### config.mk
export PLATFORM = sky130hd
export DESIGN_NAME = bin2bcd_seq
export DESIGN_NICKNAME = d
export VERILOG_FILES = /design/src/rtl/bin2bcd_seq_pkg.sv /design/src/rtl/bin2bcd_seq_bcd_digit_adj.sv /design/src/rtl/bin2bcd_seq.sv
export SDC_FILE = /design/constraint.sdc
export NUM_CORES = 1
export LEC_CHECK = 0
export ABC_AREA = 1
export CAP_MARGIN = 10
export CORE_MARGIN = 2
export CORE_UTILIZATION = 55
export DETAILED_ROUTE_END_ITERATION = 6
export GPL_TIMING_DRIVEN = 0
export PLACE_DENSITY = 0.88
export SETUP_SLACK_MARGIN = 0.05
export SYNTH_ARGS = -nofsm -noshare
export SYNTH_HDL_FRONTEND = slang
export SYNTH_SLANG_ARGS = --single-unit
### constraint.sdc
create_clock -name clk -period 1.75 [get_ports clk]
set_input_delay 0.175 -clock clk [delete_from_list [all_inputs] [get_ports clk]]
set_output_delay 0.175 -clock clk [all_outputs]
set_load 0.02 [all_outputs]
### src/rtl/bin2bcd_seq_pkg.sv
// Shared types and constants for the sequential binary-to-BCD converter.
package bin2bcd_seq_pkg;

  typedef enum logic [1:0] {
    IDLE  = 2'd0,
    SHIFT = 2'd1,
    DONE  = 2'd2
  } state_t;

  localparam logic [3:0] BCD_NINE   = 4'h9;
  localparam logic [3:0] ADJ_THRESH = 4'd5;
  localparam logic [3:0] ADJ_OFFSET = 4'd3;

  // Largest value representable in the given number of decimal digits.
  function automatic int unsigned calc_maxv(input int unsigned digits);
    int unsigned p;
    p = 1;
    for (int unsigned i = 0; i < digits; i++) begin
      p = p * 10;
    end
    return p - 1;
  endfunction

endpackage

### src/rtl/bin2bcd_seq_bcd_digit_adj.sv
// One BCD digit of the double-dabble correction: add 3 when the digit is 5 or more.
module bcd_digit_adj
  import bin2bcd_seq_pkg::*;
(
  input  logic [3:0] digit_in,
  output logic [3:0] digit_out
);

  // Pre-shift correction so the following doubling carries cleanly into the next digit.
  always_comb begin
    digit_out = digit_in;
    if (digit_in >= ADJ_THRESH) begin
      digit_out = digit_in + ADJ_OFFSET;
    end
  end

endmodule

### src/rtl/bin2bcd_seq.sv
// Sequential binary-to-BCD converter (double dabble, one input bit per clock)
// feeding the 7-segment driver; the result is held between conversions.
module bin2bcd_seq
  import bin2bcd_seq_pkg::*;
#(
  parameter int IN_W   = 14,
  parameter int DIGITS = 4
) (
  input  logic                  clk,
  input  logic                  rst_n,
  input  logic                  start,
  input  logic [IN_W-1:0]       bin_in,
  output logic                  busy,
  output logic                  done,
  output logic [4*DIGITS-1:0]   bcd_out,
  output logic                  ovf
);

  localparam int          BCD_W = 4 * DIGITS;
  localparam int          CNT_W = $clog2(IN_W + 1);
  localparam int unsigned MAXV  = calc_maxv(DIGITS);
  localparam logic [CNT_W-1:0] CNT_INIT = CNT_W'(IN_W);
  localparam logic [CNT_W-1:0] CNT_ONE  = CNT_W'(1);

  state_t             state;
  state_t             state_nxt;
  logic [IN_W-1:0]    bin_sr;
  logic [BCD_W-1:0]   scratch;
  logic [BCD_W-1:0]   scratch_adj;
  logic [BCD_W-1:0]   scratch_shift;
  logic [CNT_W-1:0]   cnt;
  logic               ovf_pend;
  logic               accept;
  logic               last_shift;

  for (genvar g = 0; g < DIGITS; g++) begin : g_adj
    bcd_digit_adj u_adj (
      .digit_in  (scratch[4*g +: 4]),
      .digit_out (scratch_adj[4*g +: 4])
    );
  end

  // The top input bit enters the least significant BCD bit; high BCD bits
  // that fall off the top are only possible when ovf_pend is already set.
  assign scratch_shift = {scratch_adj[BCD_W-2:0], bin_sr[IN_W-1]};

  // State register; an asynchronous reset aborts any conversion in flight.
  always_ff @(posedge clk or negedge rst_n) begin
    if (!rst_n) begin
      state <= IDLE;
    end else begin
      state <= state_nxt;
    end
  end

  // Next-state and handshake decode; start is only honoured in IDLE.
  always_comb begin
    state_nxt  = state;
    busy       = 1'b0;
    done       = 1'b0;
    accept     = 1'b0;
    last_shift = 1'b0;
    case (state)
      IDLE: begin
        if (start) begin
          accept    = 1'b1;
          state_nxt = SHIFT;
        end
      end
      SHIFT: begin
        busy = 1'b1;
        if (cnt == CNT_ONE) begin
          last_shift = 1'b1;
          state_nxt  = DONE;
        end
      end
      DONE: begin
        busy      = 1'b1;
        done      = 1'b1;
        state_nxt = IDLE;
      end
      default: state_nxt = IDLE;
    endcase
  end

  // Datapath: capture on accept, shift-and-add while converting, and publish
  // the result on the final shift edge so it is visible together with done.
  always_ff @(posedge clk or negedge rst_n) begin
    if (!rst_n) begin
      bin_sr   <= '0;
      scratch  <= '0;
      cnt      <= '0;
      ovf_pend <= 1'b0;
      bcd_out  <= '0;
      ovf      <= 1'b0;
    end else if (accept) begin
      bin_sr   <= bin_in;
      scratch  <= '0;
      cnt      <= CNT_INIT;
      ovf_pend <= (64'(bin_in) > 64'(MAXV));
    end else if (state == SHIFT) begin
      scratch <= scratch_shift;
      bin_sr  <= {bin_sr[IN_W-2:0], 1'b0};
      cnt     <= cnt - CNT_ONE;
      if (last_shift) begin
        bcd_out <= ovf_pend ? {DIGITS{BCD_NINE}} : scratch_shift;
        ovf     <= ovf_pend;
      end
    end
  end

endmodule

### Yosys cells after proc, flatten, opt, wreduce, memory -nomap -nowiden

Index checks and enable logic that the tools add are counted.

| storage, ports and cells | value |
|---|---|
| flip-flop bits (word level) | 54 |
| bits of input ports | 17 |
| output and inout port bits | 19 |
| word-level logic and storage cells | 48 |

| cells by class | value |
|---|---|
| add/sub/neg operators | 5 |
| order comparisons | 5 |
| eq/ne operators | 5 |
| muxes and demuxes | 20 |
| bitwise gates (word level) | 1 |
| reduce and logical (&&, ||, !) cells | 5 |

Operators with widths:

| cell | count |
|---|---|
| $mux W16 | 3 |
| $mux W14 | 2 |
| $mux W4 | 5 |
| $ge A4 B3 Y1 const B | 4 |
| $gt A14 B14 Y1 const B | 1 |
| $add A4 B2 Y4 const B | 3 |
| $mux W1 | 6 |
| $eq A4 B1 Y1 const B | 1 |
| $mux W2 | 2 |
| $ne A2 B2 Y1 const B | 2 |
| $pmux W2 S2 | 1 |
| $sub A4 B1 Y4 const B | 1 |
| $add A3 B2 Y3 const B | 1 |
| $mux W3 | 1 |
| $reduce_and A3 Y1 | 1 |
| $eq A2 B1 Y1 const B | 1 |
| $eq A2 B2 Y1 const B | 1 |
| $logic_not A2 Y1 | 1 |
| $reduce_and A2 Y1 | 1 |
| $reduce_bool A2 Y1 | 1 |
| $reduce_or A2 Y1 | 1 |
| $not A1 Y1 | 1 |

### Longest topological paths before layout

Gate-level depths: netlist of the first run.

| depth | value |
|---|---|
| word-level depth | 4 |
| depth in mapped cells | 10 |
| mapped depth without buffers | 9 |

### Hierarchy

Synthesis of the first run repeated with hierarchy kept, for this count alone.

| unflattened totals | value |
|---|---|
| cell total of the unflattened synthesis | 377 |
| area total of the unflattened synthesis | 3004.1 um2 |

Modules (own cells, without submodules):

| module | times used | cells an instance | area each (um2) | seq. area each (um2) |
|---|---|---|---|---|
| bin2bcd_seq | 1 | 285 | 2463.6 | 1351.3 |
| bcd_digit_adj | 4 | 23 | 135.1 | 0.0 |

### Worst setup path after synthesis of the first run

Ideal clock, no wire load.

| timing path | value |
|---|---|
| kind | register to register |
| start | reg state[0] |
| end | reg bcd_out[15] |
| setup time | 0.127 ns |
| data arrival time | 1.361 ns |
| required time | 1.623 ns |
| path slack | 0.262 ns |
| stages on the path, launching flop included | 10 |
| path buffers | 1 |
| period minus slack after synthesis | 1.488 ns |
| cells stage by stage | dfrtp_1 inv_1 ha_1 nand2_1 nand2_4 nor2_8 nand2_4 clkinv_2 buf_6 a21oi_1 |

| between the ends | value |
|---|---|
| cells in the longest elaborated chain, start to end | 4 |
| elaborated cells on any way between the ends | 6 |
| classes of those cells | eq/ne: 1; mux: 2; bitwise: 1; reduce/logical: 2 |

Ends and longest elaborated chain:

| what | line | RTL |
|---|---|---|
| from (decl) | bin2bcd_seq.sv:25 | `state_t state;` |
| from (signal assigned) | bin2bcd_seq.sv:52 | `state <= state_nxt;` |
| $logic_not A2 Y1 | bin2bcd_seq.sv:63 | `case (state)` |
| $mux W1 | bin2bcd_seq.sv:63 |  |
| $not A1 Y1 (no source line) | - |  |
| $reduce_and A3 Y1 (no source line) (*) | - |  |
| to (signal assigned) | bin2bcd_seq.sv:106 | `bcd_out <= ovf_pend ? {DIGITS{BCD_NINE}} : scratch_shift;` |
| to (decl) | bin2bcd_seq.sv:15 | `output logic [4*DIGITS-1:0] bcd_out,` |

Every way passes the cells marked *; elsewhere a longest branch is shown, timed or not.
A chain may end at the register's enable or synchronous reset.

### Final worst setup path of the first run

| timing path | value |
|---|---|
| start | reg state[0] |
| end | out busy |

| between the ends | value |
|---|---|
| cells in the longest elaborated chain, start to end | 3 |
| elaborated cells on any way between the ends | 4 |
| classes of those cells | eq/ne: 2; mux: 1; reduce/logical: 1 |

Ends and longest elaborated chain:

| what | line | RTL |
|---|---|---|
| $eq A2 B1 Y1 or $eq A2 B2 Y1 (tied branches) | bin2bcd_seq.sv:63 |  |
| $reduce_or A2 Y1 (no source line) (*) | - |  |
| $mux W1 (*) | bin2bcd_seq.sv:63 |  |
| to (decl) | bin2bcd_seq.sv:13 | `output logic busy,` |

Marks and branches as above.

==> reports/results.tsv, run 1 <==
metric	value	unit
Max stage delay cell, worst path	dfrtp_1	
Final Hold Vio Count	0	
largest net degree at the start of global routing	41	
CTS root buffer	clkbuf_8	
clock period minus final worst setup slack	1.57	ns
vias in the first global route	2178	
Lkg Pwr	1.71	nW
f_max	635	MHz
Final Max Tran Viols	0	
largest family of logic cells by synthesized area	simple AND/OR/NAND/NOR gates	
initial core utilization	0.573	
Overflow after GRT	0	
CP max FO	4	
Iter 0 DRT Violations	130	
Die Area	5500	um2
CTS buffer count	5	
Placed Cells	435	
Synth cell types	20	
Rel. slew slack	0.751	
sequential fraction of the synthesis area	0.499	
Layout area overhead	21.7	%
fin nets	410	
Routability Congestion	0.825	
Post-Synthesis Cells	332	
Synth Area in Adders	0.0693	
Post-synth EDFFs	0	
CP required	1.57	ns
most frequent cells in the layout	112 x nand2_1, 54 x dfrtp_1, 45 x inv_1	
reg2reg path depth	9	
Worst Hold Class	input port to async pin	
Die Wd	74.2	um
WL/cell	12.6	um
n_diodes	0	
clock transition at the registers of the reported paths	0.09	ns
Setup Crit Path Kind	flip-flop to primary output	
maximum vdd drop	843	uV
DRC errors left	0	
post-synth top area share	0.499	
Min Hold Slack	0.302	ns
first-pass GRT wire length	9520	um
CTS tree	built	
clock sinks	54	
Power Dens Cells	1180	nW/um2
H-tree depth	2	
PortBufs	35	
Comb power frac	0.388	
synthesized area per cell	8.16	um2
largest cells by area after synthesis	dfrtp_1 50%, nand2_1 16%, ha_1 6.9%, inv_1 6.5%, o21ai_0 3.9%	
antenna violations before repair	0	
HPWL after DPL	4170	um
dominant cell type by area after synthesis	dfrtp_1	
Clk Latency, worst-skew pair	0.31	ns
CP cell instances	inv_2 > ha_1 > dlygate4sd2_1	
Synth Register Bits	54	
Sw Ratio	0.389	
total track usage	0.230	
Crit path arrival time	1.40	ns
Synth Warn #	0	
# setup viols final	0	
Synth Area in Compound Gates	0.104	
multiplexer share of the synthesized area	0	
Finished Layout Cells	446	
NetSw	1.51	mW
Post-DRT Antenna Nets	0	
final worst path period share	0.900	
Synth Area in XOR/XNOR	0	
vias per cell	5.08	
Async S/R FF share, synth	1.00	
die height	74.2	um
commonest non-fill, non-tap cell in the layout	nand2_1	
Max Cap Viol	0	
DR vias	2266	
Slowest Stage Delay on Critical Path	0.42	ns
Crit path depth	3	
critical path startpoint category	flip-flop	
RSZ-0062 raised after global routing	false	
slew of the pin with the lowest slew margin	0.374	ns
top_reg_cell synth	dfrtp_1	
Synth Net Count	364	
drt pass-1 iters	4	
share of cells above drive strength 1	0.0765	
Simple-Gate Fraction of Synth Area	0.244	
part of the power in registers	0.427	
Buf/Inv on CP	2	
Final Skew	0.00613	ns
Largest delay share family, worst path	flip-flops	
crit end category	primary output	
outcome	complete, no violations	
FP Rows	25	
clock network fraction of total power	0.184	
Ports	36	
Util after Layout	0.698	
P_int	2.37	mW
Mapped Area	2710	um2
maximum clock path buffer count	2	
final WL	5610	um
core area	4720	um2
## flip-flops by register name (all words and copies together), names as in the netlist
| signal | cells |
|---|---|
| state | 2 |
| bcd_out | 16 |
| cnt | 4 |
| bin_sr | 14 |
| ovf | 1 |
| ovf_pend | 1 |
| scratch | 16 |
## power groups by stage
| stage | logic [mW] | registers, mW | clock network (mW) |
|---|---|---|---|
| 4_1_cts | 1.47 | 1.65 | 0.724 |
| 3_5_place_dp | 1.47 | 1.68 | 0 |
| 5_1_grt | 1.72 | 1.69 | 0.769 |
| 6_report | 1.51 | 1.66 | 0.716 |
| 2_1_floorplan | 1.03 | 1.65 | 0 |
| 3_3_place_gp | 1.40 | 1.66 | 0 |
## routing by layer
metal | vias to the layer above | track usage | part of all wire
met2 | 65 | 0.394 | 0.49
li1 | 1141 | - | -
met3 | 8 | 0.0515 | 0.046
met4 | 0 | 0.0747 | 0.015
met5 | - | 0 | 0
met1 | 1052 | 0.289 | 0.45
## Yosys cell counts, types with 2 or more instances
| library cell | count |
|---|---|
| nand2_4 | 2 |
| o221ai_1 | 5 |
| ha_1 | 15 |
| inv_1 | 47 |
| o21ai_0 | 21 |
| nand4_1 | 4 |
| buf_2 | 6 |
| o211ai_1 | 7 |
| nor2_1 | 27 |
| a21oi_1 | 8 |
| nand3_1 | 11 |
| nand2_1 | 114 |
| o22ai_1 | 5 |
| dfrtp_1 | 54 |
## metrics by stage
step | setup TNS (ns) | cell area (um2) | power [mW] | setup slack (ns)
after detailed placement | -0.0540 | 3160 | 3.15 | -0.0191
after global placement | -60.32 | 3140 | 3.06 | -1.12
after floorplan | 0 | 2710 | 2.68 | 0.262
after global routing | 0 | 3300 | 4.18 | 0.0478
after CTS | 0 | 3270 | 3.85 | 0.0547
final | 0 | 3300 | 3.89 | 0.176
## layout make-up
| type | count | area (um2) |
|---|---|---|
| Fill cell | 376 | 1430 |
| Tap cell | 67 | 83.8 |
| Buffer | 7 | 51.3 |
| Timing Repair Buffer | 39 | 388 |
| Clock buffer | 7 | 86.3 |
| Sequential cell | 54 | 1350 |
| Inverter | 49 | 188 |
| Multi-Input combinational cell | 222 | 1140 |
| Clock inverter | 1 | 5.00 |
## path summary, 6_finish.rpt
kind	start	endpoint	slack (ns)
setup reg to reg	state[0]	bcd_out[11]	0.20
max in group asynchronous	rst_n	bin_sr[10]	0.93
setup / recovery	state[0]	busy	0.18
min in group clk	bin_in[0]	bin_sr[0]	0.44
hold / removal	rst_n	state[1]	0.30
hold reg to reg	bcd_out[1]	bcd_out[1]	0.49
## worst reg2reg max path, delay by kind of cell (launching register included)
family	cells	cell delay (ns)
buffers and inverters	3	0.36
AND/OR/NAND/NOR	4	0.35
adder cells (fa/ha/maj)	1	0.18
AO/OA/AOI/OAI	1	0.15
flip-flops	1	0.43
## cell families (layout without fill, tap and decap cells)
kind of cell / after synthesis / after routing
simple gates: 160 / 160
compound gates: 47 / 47
buf+inv: 56 / 103
flops: 54 / 54
fa+ha+maj: 15 / 15
## repair_timing
item                                    in CTS  in global routing
pin swaps                                    1                  1
endpoints found under the hold margin       14                  0
endpoints found under the setup margin      26                 35
hold buffers                                 1                  0
resized for setup                            5                  9
buffers inserted                             1                  1
Note: power is estimated with default switching activity, not from simulation.
==> inputs of run 2 (changes only) <==
- CORE_MARGIN: 2 -> unset
==> run 2 against run 1 <==
Cell area is 0.42% higher. Sequential share of layout area is 0.17 points lower. Register-to-register slack better by 0.02 ns. Clock skew hardly changed. Clock-buffer cell count is 1 lower. First-iteration DRC count is 16% higher. Combinational power hardly changed. Fmax is 1.4% higher.
==> reports/results.tsv, run 2 (same netlist as run 1, synthesis figures left out) <==
metric	value	unit	change
die height	72.2	um	-2.7%
PortBufs	35		unchanged
Iter 0 DRT Violations	151		+16%
f_max	644	MHz	+1.4%
setup TNS	0	ns	unchanged
final WL	5550	um	-0.93%
Slowest Stage Delay on Critical Path	0.40	ns	-0.02 ns
CTS tree	built		
Setup Crit Path Kind	flip-flop to primary output		
# fillers	380		+1.1%
critical path startpoint category	flip-flop		
Routability Congestion	0.857		+3.9%
Worst Hold Class	input port to async pin		
worst r2r src	state[0]		
total track usage	0.241		+0.0118
CP endpoint	busy		
vias in the first global route	2275		+4.5%
most frequent cells in the layout	112 x nand2_1, 54 x dfrtp_1, 45 x inv_1		
fin nets	410		unchanged
Worst R2R Setup Slack	0.22	ns	+0.02 ns
Finished Layout Cells	445		-0.22%
drt pass-1 iters	4		unchanged
final worst path period share	0.887		-0.0128
clock network fraction of total power	0.213		+0.029
largest registers	bcd_out: 16 flops, scratch: 16 flops, bin_sr: 14 flops		
Final Hold Vio Count	0		unchanged
Crit path arrival time	1.38	ns	-0.02 ns
placed inst area	3160	um2	unchanged
Placed Cells	435		unchanged
vias per cell	5.04		-0.88%
part of the power in registers	0.413		-0.014
Max Cap Viol	0		unchanged
first-pass GRT wire length	9760	um	+2.5%
Min Hold Slack	0.299	ns	-0.00369 ns
Util after Layout	0.701		+0.00291
Power Dens Cells	1210	nW/um2	+2.6%
r2r endpoint	bcd_out[3]		
Seq. cell area	1350	um2	unchanged
Sw Ratio	0.374		-0.0154
Rel. slew slack	0.762		+0.0106
DRC errors left	0		unchanged
n_diodes	0		unchanged
RSZ-0062 raised after global routing	false		
WL/cell	12.5	um	-0.71%
# setup viols final	0		unchanged
maximum clock path buffer count	2		unchanged
commonest non-fill, non-tap cell in the layout	nand2_1		
Max stage delay cell, worst path	dfrtp_1		
CTS buffer count	5		unchanged
Layout area overhead	22.2	%	
slew of the pin with the lowest slew margin	0.358	ns	-0.0159 ns
antenna violations before repair	0		unchanged
CP cell instances	inv_2 > ha_1 > dlygate4sd2_1		
clock sinks	54		unchanged
Final Cell Area	3310	um2	+0.42%
Final Skew	0.00631	ns	+0.000180 ns
maximum vdd drop	804	uV	-4.6%
Lkg Pwr	1.71	nW	-0.17%
initial core utilization	0.573		unchanged
Post-DRT Antenna Nets	0		unchanged
CP max FO	4		unchanged
share of cells above drive strength 1	0.0767		+0.000202
Final Worst Setup Slack	0.198	ns	+0.0225 ns
NetSw	1.50	mW	-1.0%
Die Area	5210	um2	-5.3%
Die Wd	72.2	um	-2.7%
Overflow after GRT	0		unchanged
H-tree depth	2		unchanged
Clk Latency, worst-skew pair	0.31	ns	about the same
FP Rows	25		unchanged
area of the multi-input gates	1140	um2	-0.44%
core area	4720	um2	unchanged
CP required	1.57	ns	about the same
HPWL after DPL	4030	um	-3.4%
DR vias	2241		-1.1%
Setup crit start	state[0]		
crit end category	primary output		
CTS root buffer	clkbuf_8		
largest net degree at the start of global routing	42		+2.4%
Final Max Tran Viols	0		unchanged
pre-CTS setup slack	-0.0330	ns	-0.0139 ns
Comb power frac	0.374		-0.014
outcome	complete, no violations		
P_int	2.51	mW	+5.7%
Ports	36		unchanged
clock transition at the registers of the reported paths	0.09	ns	about the same
reg2reg path depth	9		unchanged
clock period minus final worst setup slack	1.55	ns	-0.0225 ns
Design Power	4.01	mW	+3.1%
==> run 2: cell types whose count changed in the layout (fill, tap and decap cells not counted), sizes merged <==
cell	delta
clkbuf	-2
buf	+1
bufinv	+1
clkinv	-1
==> run 2: layer usage <==
metal,up-vias,share of wire,track usage
met5,-,0,0
met4,0,0.020,0.0871
met3,12,0.046,0.0333
met2,59,0.49,0.421
met1,1027,0.45,0.308
li1,1143,-,-
==> run 2: worst min-delay path by stage <==
stage | start | endpoint | slack (ns) | cells after the start
global route | rst_n | cnt[1] | 0.35 | 2
floorplan | rst_n | bcd_out[0] | -0.12 | 0
finish | rst_n | cnt[1] | 0.30 | 2
global placement | bcd_out[6] | bcd_out[6] | 0.46 | 2
detailed placement | rst_n | scratch[6] | 0.11 | 1
CTS | rst_n | cnt[1] | 0.31 | 2
==> run 2: power groups by stage <==
stage | registers (mW) | clock network [mW] | logic (mW)
2_1_floorplan | 1.65 | 0 | 1.03
3_3_place_gp | 1.66 | 0 | 1.39
3_5_place_dp | 1.67 | 0 | 1.46
4_1_cts | 1.65 | 0.863 | 1.47
5_1_grt | 1.68 | 0.907 | 1.71
6_report | 1.65 | 0.853 | 1.50
==> run 2: layout make-up <==
cell class,count,area share
Tap cell,67,0.0253
Timing Repair Buffer,39,0.117
Clock inverter,1,0.00907
Buffer,7,0.0155
Multi-Input combinational cell,222,0.344
Inverter,49,0.0560
Sequential cell,54,0.408
Clock buffer,6,0.0250
==> run 2: worst max-delay path, delay by kind of cell (launching register included) <==
family | cells | cell delay, ns
DFF | 1 | 0.40
adders and majority gates | 1 | 0.28
buffers and inverters | 2 | 0.39
==> run 2: timing repair <==
action	CTS	global route
pin swaps	1	1
hold buffers	1	0
gates cloned	0	0
buffers inserted	1	1
endpoints found under the setup margin	28	35
gates resized for setup	6	6
endpoints found under the hold margin	13	0
